<file path="src/rtl/fp_unit_pkg.sv">
// Shared encodings for the FP unit sequencer: op codes, FSM states, request payload.
package fp_unit_pkg;

   localparam int unsigned CNT_W  = 4;
   localparam int unsigned OP_W   = 4;
   localparam int unsigned XLEN   = 32;
   localparam int unsigned RES_W  = 64;
   localparam int unsigned RD_W   = 5;

   localparam logic [OP_W-1:0] FPU_OP_ADDSUB = 4'b0000;
   localparam logic [OP_W-1:0] FPU_OP_MUL    = 4'b0001;
   localparam logic [OP_W-1:0] FPU_OP_DIV    = 4'b0010;
   localparam logic [OP_W-1:0] FPU_OP_SQRT   = 4'b0011;
   localparam logic [OP_W-1:0] FPU_OP_CMP    = 4'b0100;
   localparam logic [OP_W-1:0] FPU_OP_SGNJ   = 4'b0101;
   localparam logic [OP_W-1:0] FPU_OP_CVT    = 4'b0110;
   localparam logic [OP_W-1:0] FPU_OP_MV     = 4'b0111;

   typedef enum logic [1:0] {
      SEQ_IDLE = 2'd0,
      SEQ_EXEC = 2'd1,
      SEQ_WB   = 2'd2
   } seq_state_t;

   typedef struct packed {
      logic [OP_W-1:0] op;
      logic [1:0]      fmt;
      logic            addsub;
      logic [2:0]      ctrl;
      logic [XLEN-1:0] rs1;
      logic [XLEN-1:0] rs2;
      logic [RD_W-1:0] rd;
   } fpu_req_t;

endpackage

</file>
<file path="src/rtl/fp_op_lat_decode.sv">
// Op -> execute counter load value (latency - 1) and integer-destination flag.
module fp_op_lat_decode
   import fp_unit_pkg::*;
#(
   parameter int unsigned ADDSUB_LAT = 2,
   parameter int unsigned MUL_LAT    = 3,
   parameter int unsigned DIV_LAT    = 8,
   parameter int unsigned MISC_LAT   = 1
) (
   input  logic [OP_W-1:0]  op,
   output logic [CNT_W-1:0] lat_load,
   output logic             int_dst
);

   // Latency lookup; unsupported ops fall into the misc class.
   always_comb begin
      lat_load = CNT_W'(MISC_LAT - 1);
      int_dst  = (op == FPU_OP_CMP) || (op == FPU_OP_CVT);
      case (op)
         FPU_OP_ADDSUB: lat_load = CNT_W'(ADDSUB_LAT - 1);
         FPU_OP_MUL:    lat_load = CNT_W'(MUL_LAT - 1);
         FPU_OP_DIV:    lat_load = CNT_W'(DIV_LAT - 1);
         default:       lat_load = CNT_W'(MISC_LAT - 1);
      endcase
   end

endmodule

</file>
<file path="src/rtl/fp_unit_sequencer.sv">
// Issue/writeback controller around the combinational FP unit.
// Holds operands stable for an op-dependent latency, then presents the result
// on a valid/ready writeback port. Define FPU_SEQ_FWD_EN to allow a new accept
// on the same edge as the writeback handshake.
module fp_unit_sequencer
   import fp_unit_pkg::*;
#(
   parameter int unsigned ADDSUB_LAT = 2,
   parameter int unsigned MUL_LAT    = 3,
   parameter int unsigned DIV_LAT    = 8,
   parameter int unsigned MISC_LAT   = 1
) (
   input  logic              in_clk,
   input  logic              in_rst_n,
   input  logic              in_valid,
   output logic              out_ready,
   input  logic [3:0]        in_FPU_Op,
   input  logic [1:0]        in_fmt,
   input  logic              in_addsub_ctrl,
   input  logic [2:0]        in_ctrl_minmax_sgnj_cmp,
   input  logic [31:0]       in_rs1,
   input  logic [31:0]       in_rs2,
   input  logic [4:0]        in_rd,
   input  logic              in_flush,
   output logic [31:0]       out_fpu_rs1,
   output logic [31:0]       out_fpu_rs2,
   output logic [3:0]        out_fpu_op,
   output logic [1:0]        out_fmt,
   output logic              out_addsub_ctrl,
   output logic [2:0]        out_ctrl,
   input  logic [63:0]       in_fpu_data,
   output logic              out_wb_valid,
   input  logic              in_wb_ready,
   output logic [63:0]       out_wb_data,
   output logic [4:0]        out_wb_rd,
   output logic              out_wb_int,
   output logic              out_busy
);

   seq_state_t       state, state_n;
   fpu_req_t         req;
   logic [CNT_W-1:0] cnt;
   logic [CNT_W-1:0] lat_load;
   logic             int_dst;
   logic             int_pend;
   logic             accept;
   logic             capture;

   fp_op_lat_decode #(
      .ADDSUB_LAT (ADDSUB_LAT),
      .MUL_LAT    (MUL_LAT),
      .DIV_LAT    (DIV_LAT),
      .MISC_LAT   (MISC_LAT)
   ) u_lat_decode (
      .op       (in_FPU_Op),
      .lat_load (lat_load),
      .int_dst  (int_dst)
   );

   // Next-state, request acceptance and result capture strobe.
   always_comb begin
      state_n   = state;
      out_ready = 1'b0;
      capture   = 1'b0;
      accept    = 1'b0;
      case (state)
         SEQ_IDLE: out_ready = ~in_flush;
         SEQ_EXEC: capture   = (cnt == '0) & ~in_flush;
         SEQ_WB: begin
`ifdef FPU_SEQ_FWD_EN
            out_ready = in_wb_ready & ~in_flush;
`endif
         end
         default: ;
      endcase
      accept = in_valid & out_ready;
      case (state)
         SEQ_IDLE: if (accept) state_n = SEQ_EXEC;
         SEQ_EXEC: if (cnt == '0) state_n = SEQ_WB;
         SEQ_WB:   if (in_wb_ready) state_n = accept ? SEQ_EXEC : SEQ_IDLE;
         default:  state_n = SEQ_IDLE;
      endcase
      if (in_flush) state_n = SEQ_IDLE;
   end

   // State register plus registered status decoded from the next state.
   always_ff @(posedge in_clk or negedge in_rst_n) begin
      if (!in_rst_n) begin
         state        <= SEQ_IDLE;
         out_wb_valid <= 1'b0;
         out_busy     <= 1'b0;
      end else begin
         state        <= state_n;
         out_wb_valid <= (state_n == SEQ_WB);
         out_busy     <= (state_n != SEQ_IDLE);
      end
   end

   // Request latch, execute counter and result capture.
   always_ff @(posedge in_clk or negedge in_rst_n) begin
      if (!in_rst_n) begin
         req         <= '0;
         cnt         <= '0;
         int_pend    <= 1'b0;
         out_wb_data <= '0;
         out_wb_int  <= 1'b0;
      end else begin
         if (accept) begin
            req.op     <= in_FPU_Op;
            req.fmt    <= in_fmt;
            req.addsub <= in_addsub_ctrl;
            req.ctrl   <= in_ctrl_minmax_sgnj_cmp;
            req.rs1    <= in_rs1;
            req.rs2    <= in_rs2;
            req.rd     <= in_rd;
            cnt        <= lat_load;
            int_pend   <= int_dst;
         end else if ((state == SEQ_EXEC) && (cnt != '0)) begin
            cnt <= cnt - CNT_W'(1);
         end
         // Unsupported ops (top bit set) always return zero.
         if (capture) begin
            out_wb_data <= req.op[3] ? '0 : in_fpu_data;
            out_wb_int  <= int_pend;
         end
      end
   end

   assign out_fpu_rs1     = req.rs1;
   assign out_fpu_rs2     = req.rs2;
   assign out_fpu_op      = req.op;
   assign out_fmt         = req.fmt;
   assign out_addsub_ctrl = req.addsub;
   assign out_ctrl        = req.ctrl;
   assign out_wb_rd       = req.rd;

endmodule

</file>
<file path="config.mk">
export PLATFORM = sky130hd
export DESIGN_NAME = fp_unit_sequencer
export DESIGN_NICKNAME = d
export VERILOG_FILES = /design/src/rtl/fp_unit_pkg.sv /design/src/rtl/fp_op_lat_decode.sv /design/src/rtl/fp_unit_sequencer.sv
export SDC_FILE = /design/constraint.sdc
export NUM_CORES = 1
export LEC_CHECK = 0
export CORE_MARGIN = 2
export CORE_UTILIZATION = 45
export CTS_CLUSTER_DIAMETER = 150
export CTS_CLUSTER_SIZE = 14
export DETAILED_ROUTE_END_ITERATION = 12
export PLACE_DENSITY = 0.84
export SLEW_MARGIN = 20
export SYNTH_ARGS = -nofsm -noshare
export SYNTH_HDL_FRONTEND = slang
export SYNTH_SLANG_ARGS = --single-unit
</file>
<file path="constraint.sdc">
create_clock -name in_clk -period 3 [get_ports in_clk]
set_clock_uncertainty 0.15 [all_clocks]
set_input_delay 0.3 -clock in_clk [delete_from_list [all_inputs] [get_ports in_clk]]
set_output_delay 0.3 -clock in_clk [all_outputs]
set_load 0.02 [all_outputs]
</file>
==> metrics.md, run 1 <==
| Metric | Value |
|---|---|
| Post-Place Cells | `1040` |
| Final TNS setup | `0 ns` |
| Total track usage | `23.4%` |
| Layout Nets | `1029` |
| Max stage delay cell, worst path | `clkdlybuf4s50_1` |
| Initial antenna violation count | `0` |
| Violation count after the first detailed-route iteration | `265` |
| FF/Latch Area | `3830 µm²` |
| Status | `complete, no violations` |
| Largest net degree at the start of global routing | `86` |
| CP peak stage delay | `0.70 ns` |
| Vias | `5147` |
| Final cell count without fillers | `1072` |
| Max_slew headroom | `63.4%` |
| Worst-path clk slew | `0.06 ns` |
| Count of buffer and inverter cells on the critical path | `1` |
| RSZ-0062 raised after global routing | `false` |
| Post-DR vias/cell | `4.80` |
| Syn Std Cell Area | `6390 µm²` |
| Post-synth ARST share | `100%` |
| Post-Synth Adder-Cell Area | `0.196%` |
| Core area | `13900 µm²` |
| Area of the multi-input gates | `2390 µm²` |
| Final number of setup-violating endpoints | `0` |
| Final HPWL DP | `12.2 mm` |
| Hold Buf Count CTS | `1` |
| CTS tree | `yes` |
| Post-Synth XOR/XNOR Area | `0.137%` |
| Post-Synth Simple-Gate Area | `22.4%` |
| Area delta synth->final | `58.2%` |
| LEAKAGE | `4.77 nW` |
| Power density cells | `903 nW/µm²` |
| Fraction of final layout cells sized beyond drive strength 1 | `12.4%` |
| R2R setup slack | `0.74 ns` |
| Post-synthesis compound-gate area fraction | `1.23%` |
| Initial Utilization | `46.0%` |
| Ant diodes | `0` |
| # resized after CTS | `0` |
| Die area | `15200 µm²` |
| Post-synth EDFFs | `0` |
| Antenna-violating nets left | `0` |
| Placed Area | `9510 µm²` |
| Post-Synthesis Cells | `591` |
| Worst reg2reg path endpoint | `out_wb_data[11]` |
| Final Core Density | `72.8%` |
| Synth Warn # | `0` |
| Critical path depth | `2` |
| Fillers | `985` |
| Syn Area/Cell | `10.8 µm²` |
| Critical path origin | `state[0]` |
| Die Ht | `123 µm` |
| CTS Buffer Depth | `2` |
| Cell Chain, Critical Path | `nor3_1 -> clkdlybuf4s50_1` |
| Worst-Skew Late Latency | `0.41 ns` |
| Startpoint Class | `flop` |
| First-pass DRT Iterations | `4` |
| First-pass GRT wire length | `27.2 mm` |
| Max VDD drop | `0.000490 V` |
| Number of global-route vias before repair | `5268` |
| Slew Limit Fails | `0` |
| Non-Filler Cell Area, Final | `10100 µm²` |
| Crit end category | `output pin` |
| FMAX | `431 MHz` |
| H-tree Lvls | `4` |
| Final worst path period share | `77.4%` |
| Worst EP arrival | `1.87 ns` |
| Synth Net Count | `740` |
| # rows | `43` |
| Top Family by Delay on Critical Path | `buffers and inverters` |
| CTS buffer count | `17` |
| Worst slew pin tran | `0.549 ns` |
| WL/cell | `16.2 µm` |
| Sequential share of the synthesized area | `59.9%` |
| Synth cell types | `31` |
| Clk sinks | `153` |
| Die W | `123 µm` |
| Io pins | `295` |
| Worst reg-to-reg path cell count | `6` |
| FF-to-FF Start | `cnt[0]` |
| Placer Congestion | `0.766` |
| Buffers added on ports | `294` |
| Fin crit period | `2.32 ns` |
| Hold Fails Final Rpt | `0` |
| Final wirelength | `17.4 mm` |
| Critical path type | `reg2out` |
| Max_cap viols | `0` |
| Multiplexer share of the synthesized area | `13.3%` |
| GRT overflow | `0` |
| Top FF cell, synth | `dfrtp_1` |
| Largest family of logic cells by synthesized area | `simple AND/OR/NAND/NOR gates` |
| Crit Path Max Fanout | `10` |
| HP Class | `in2reg` |
| Post-CTS Setup Bufs | `0` |
| Clk root buf | `clkbuf_16` |
| DRC | `0` |
| Yosys reg bits | `153` |
| Crit path to | `out_ready` |
| Worst endpoint required time | `2.55 ns` |
==> tightest hold or removal path, delay by kind of cell <==
kind | cells | cell delay [ns]
buffers and inverters | 1 | 0.39
and+or+nand+nor | 2 | 0.09
==> layout make-up <==
| type | count | share of cell area, % |
|---|---|---|
| inverter | 2 | 0.0743 |
| clock buffer | 19 | 4.38 |
| multi-input combinational | 402 | 23.7 |
| sequential | 153 | 37.9 |
| tap | 180 | 2.23 |
| timing repair buffer | 304 | 30.3 |
| clock inverter | 12 | 1.50 |
==> logic make-up (layout without fill, tap and decap cells) <==
| logic type | Yosys count | after routing |
|---|---|---|
| xor gates and xnor gates | 1 | 1 |
| DFF | 153 | 153 |
| adders and majority gates | 1 | 1 |
| AOI/OAI and AO/OA | 11 | 11 |
| muxes | 66 | 66 |
| buffers and inverters | 36 | 337 |
| and+or+nand+nor | 323 | 323 |
==> state kept, by name (all words and copies together) (netlist names), 2 cells and up <==
name         cells
cnt              4
out_ctrl         3
out_wb_data     64
out_fmt          2
out_fpu_rs2     32
state            2
out_wb_rd        5
out_fpu_rs1     32
out_fpu_op       4
==> stage by stage <==
step                setup slack [ns]  power [W]  hold slack, ns
finish                         0.679    0.00913           0.254
global placement               0.683    0.00693           0.163
floorplan                      0.935    0.00507          -0.146
global route                   0.606    0.00963           0.244
CTS                            0.646    0.00922           0.233
detailed placement             0.664    0.00702           0.156
==> worst min-delay path by stage <==
stage	start	endpoint	slack, ns	cells past startpoint
6_report	in_rs2[27]	out_fpu_rs2[27]	0.25	3
5_1_grt	in_rs1[29]	out_fpu_rs1[29]	0.24	3
4_1_cts	in_rs2[27]	out_fpu_rs2[27]	0.23	3
3_5_place_dp	in_rst_n	out_wb_data[55]	0.16	1
3_3_place_gp	in_rst_n	out_wb_data[43]	0.16	1
2_1_floorplan	in_rst_n	cnt[0]	-0.15	0
==> per-layer routing <==
layer / GRT usage [%] / part of all wire (%) / up-vias
met5: 0 / 0 / -
met2: 37.4 / 47 / 218
met3: 10.3 / 11 / 30
met1: 28.1 / 39 / 2448
met4: 8.59 / 2.4 / 0
li1: - / - / 2451
==> placed cells by master (no fill, tap or decap), types with 2 or more instances in the layout <==
cell	synthesis	routed
nor2_1	3	3
mux2_4	28	28
nand2_1	240	240
clkdlybuf4s50_1	0	293
clkbuf_16	0	17
inv_1	2	2
clkinvlp_4	0	2
nand2b_1	2	2
dfrtp_1	153	152
o211ai_1	3	3
or4_1	3	2
nor3_1	2	2
buf_4	1	6
clkinv_4	0	3
mux2_2	37	37
buf_12	0	3
nand3_1	2	2
bufinv_16	0	3
nor2b_1	65	65
clkinv_2	0	4
o31ai_1	2	2
o21ai_0	2	2
==> cell usage after synthesis (all sizes together) (2+ instances only) <==
cell	count	area (µm²)
o211ai	3	22.5
buf	14	97.6
dfrtp	153	3830
or4	3	22.5
nor3	2	10.0
o31ai	2	15.0
o21ai	2	10.0
clkbuf	20	75.1
nand3	2	10.0
nor2	3	11.3
nand2b	2	12.5
nand2	240	901
nor2b	65	407
mux2	65	837
inv	2	7.51
==> power breakdown <==
group	switching [W]	internal, W	leakage (nW)
logic	0.00178	0.00197	2.56
registers	0.000439	0.00278	1.92
clock network	0.000827	0.00132	0.289
total	0.00305	0.00608	4.77
Power figures use the tool's default switching activity.
==> inputs of run 2 (changes only) <==
--- a/config.mk
+++ b/config.mk
@@ -6,11 +6,11 @@
 export NUM_CORES = 1
 export LEC_CHECK = 0
 export CORE_MARGIN = 2
-export CORE_UTILIZATION = 45
+export CORE_UTILIZATION = 42
 export CTS_CLUSTER_DIAMETER = 150
 export CTS_CLUSTER_SIZE = 14
 export DETAILED_ROUTE_END_ITERATION = 12
-export PLACE_DENSITY = 0.84
+export PLACE_DENSITY = 0.79
 export SLEW_MARGIN = 20
 export SYNTH_ARGS = -nofsm -noshare
 export SYNTH_HDL_FRONTEND = slang
==> constraint.sdc (replaced) <==
create_clock -name in_clk -period 2.3 [get_ports in_clk]
set_clock_uncertainty 0.15 [all_clocks]
set_input_delay 0.23 -clock in_clk [delete_from_list [all_inputs] [get_ports in_clk]]
set_output_delay 0.23 -clock in_clk [all_outputs]
set_load 0.02 [all_outputs]
==> run 2 against run 1 <==
Core utilization is 5.0 points lower. Worst setup slack worse by 0.55 ns. Via count unchanged. Clock power up 37%. Final area grew 0.90%. Non-clock buffer count up 4. Routed wire length rose by 1.4%. Highest routed layer unchanged.
==> metrics.md, run 2 (synthesis gave the netlist of run 1 again) <==
| Metric | Value |
|---|---|
| Max_slew headroom | `64.7% (was 63.4%)` |
| GRT met1 Usage | `26.2% (was 28.1%)` |
| FMAX | `461 MHz` |
| Most common cell after layout, fill and taps aside | `clkdlybuf4s50_1 (unchanged)` |
| Final HPWL DP | `12.3 mm (was 12.2 mm)` |
| Area of the multi-input gates | `2390 µm² (unchanged)` |
| Total track usage | `22.2% (was 23.4%)` |
| Worst-Skew Late Latency | `0.41 ns (about the same)` |
| Worst slew pin tran | `0.529 ns (was 0.549 ns)` |
| Final wirelength | `17.6 mm (was 17.4 mm)` |
| Busiest layer in global routing | `met2 (unchanged)` |
| Die W | `127 µm (was 123 µm)` |
| Met3 usage | `10.1% (was 10.3%)` |
| Vias | `5147 (unchanged)` |
| HP Class | `in2reg (unchanged)` |
| Crit Path Max Fanout | `10 (unchanged)` |
| Crit end category | `output pin (unchanged)` |
| Clk root buf | `clkbuf_16 (unchanged)` |
| Slew Limit Fails | `0 (unchanged)` |
| Power density cells | `1180 nW/µm² (was 903 nW/µm²)` |
| Clk sinks | `153 (unchanged)` |
| LEAKAGE | `4.80 nW (was 4.77 nW)` |
| CTS tree | `yes (unchanged)` |
| Final worst path period share | `94.3%` |
| Core area | `15000 µm² (was 13900 µm²)` |
| Initial antenna violation count | `0 (unchanged)` |
| Startpoint Class | `flop (unchanged)` |
| GRT overflow | `0 (unchanged)` |
| Buffers added on ports | `294 (unchanged)` |
| Final Core Density | `67.9% (was 72.8%)` |
| Max VDD drop | `0.000609 V (was 0.000490 V)` |
| Status | `complete, no violations (unchanged)` |
| RSZ-0062 raised after global routing | `false (unchanged)` |
| Largest net degree at the start of global routing | `68 (was 86)` |
| CTS Buffer Depth | `2 (unchanged)` |
| Final cell count without fillers | `1085 (was 1072)` |
| Placer Congestion | `0.756 (was 0.766)` |
| First-pass GRT wire length | `27.9 mm (was 27.2 mm)` |
| WL/cell | `16.2 µm (about the same)` |
| Worst endpoint required time | `1.92 ns (was 2.55 ns)` |
| Post-CTS Setup Bufs | `0 (unchanged)` |
| CTS buffer count | `17 (unchanged)` |
| Critical path type | `reg2out (unchanged)` |
| Area delta synth->final | `59.7% (was 58.2%)` |
| # resized after CTS | `0 (unchanged)` |
| Most frequent cells in the layout | `293 x clkdlybuf4s50_1, 240 x nand2_1, 152 x dfrtp_1 (unchanged)` |
| Met2 Use GR | `37.4% (about the same)` |
| Post-Place Cells | `1052 (was 1040)` |
| Initial Utilization | `42.5% (was 46.0%)` |
| Max_cap viols | `0 (unchanged)` |
| Final number of setup-violating endpoints | `0 (unchanged)` |
| Largest Register | `out_wb_data (unchanged)` |
| # rows | `45 (was 43)` |
| Worst EP arrival | `1.79 ns (was 1.87 ns)` |
| Max reg flops | `64 (unchanged)` |
| Die Ht | `127 µm (was 123 µm)` |
| Ant diodes | `0 (unchanged)` |
| Post-DR vias/cell | `4.74 (was 4.80)` |
| Worst-path clk slew | `0.07 ns (was 0.06 ns)` |
| DRC | `0 (unchanged)` |
| R2R setup slack | `0.21 ns (was 0.74 ns)` |
| Violation count after the first detailed-route iteration | `244 (was 265)` |
| Final TNS setup | `0 ns (unchanged)` |
| Fraction of final layout cells sized beyond drive strength 1 | `12.8% (was 12.4%)` |
| Fillers | `1132 (was 985)` |
| FF/Latch Area | `3830 µm² (unchanged)` |
| Io pins | `295 (unchanged)` |
| Antenna-violating nets left | `0 (unchanged)` |
| Hold Fails Final Rpt | `0 (unchanged)` |
| H-tree Lvls | `4 (unchanged)` |
| Number of global-route vias before repair | `5325 (was 5268)` |
| Die area | `16200 µm² (was 15200 µm²)` |
| First-pass DRT Iterations | `4 (unchanged)` |
| Layout Nets | `1033 (was 1029)` |
| Fin crit period | `2.17 ns` |
## run 2: cell count changes in the layout (fill, tap and decap cells not counted)
cell        change
clkinvlp_4      +2
clkinv_4        -2
buf_12          +2
buf_4           +2
clkbuf_1        +1
clkinv_2        -1
bufinv_16       +1
## run 2: critical path, cell delays in order, from the launching register on
cell	delay (ns)
dfrtp_1	0.50
nor3_1	0.22
clkdlybuf4s50_1	0.65
## run 2: metal layers
metal	wire length, µm	up-vias
met5	0	-
met4	109	0
met3	1660	8
met2	8780	204
met1	7070	2488
li1	-	2447
## run 2: timing repair
item,4_1_cts,5_1_grt
hold endpoints to repair,52,0
endpoints found under the setup margin,0,0
hold buffers,1,0
## run 2: power by group
| part | total, W | internal, W | switching, W |
|---|---|---|---|
| logic | 0.00496 | 0.00260 | 0.00236 |
| registers | 0.00417 | 0.00363 | 0.000544 |
| clock network | 0.00294 | 0.00184 | 0.00110 |
## run 2: path summary, 6_finish.rpt
path / start / endpoint / cells past startpoint
worst max-delay path: state[0] / out_ready / 2
min in group asynchronous: in_rst_n / out_wb_data[59] / 2
worst max register to register: cnt[0] / out_wb_data[5] / 6
worst min-delay path: in_rd[1] / out_wb_rd[1] / 3
worst min register to register: out_fpu_rs1[28] / out_fpu_rs1[28] / 2
max in group asynchronous: in_rst_n / out_wb_data[62] / 3
## run 2: final cells by class
cell class | count | share of cell area (%)
tap | 188 | 2.31
clock buffer | 20 | 4.38
multi-input combinational | 402 | 23.5
inverter | 2 | 0.0736
clock inverter | 12 | 1.70
sequential | 153 | 37.5
timing repair buffer | 308 | 30.5
## run 2: through the flow
step	power, W	instance area, µm²	hold slack [ns]	worst slack, ns
6_report	0.0121	10200	0.186	0.132
5_1_grt	0.0127	10200	0.177	0.0383
4_1_cts	0.0122	10200	0.162	0.110
3_5_place_dp	0.00917	9570	0.0822	0.186
3_3_place_gp	0.00905	9570	0.0832	0.212
2_1_floorplan	0.00661	6390	-0.216	0.235
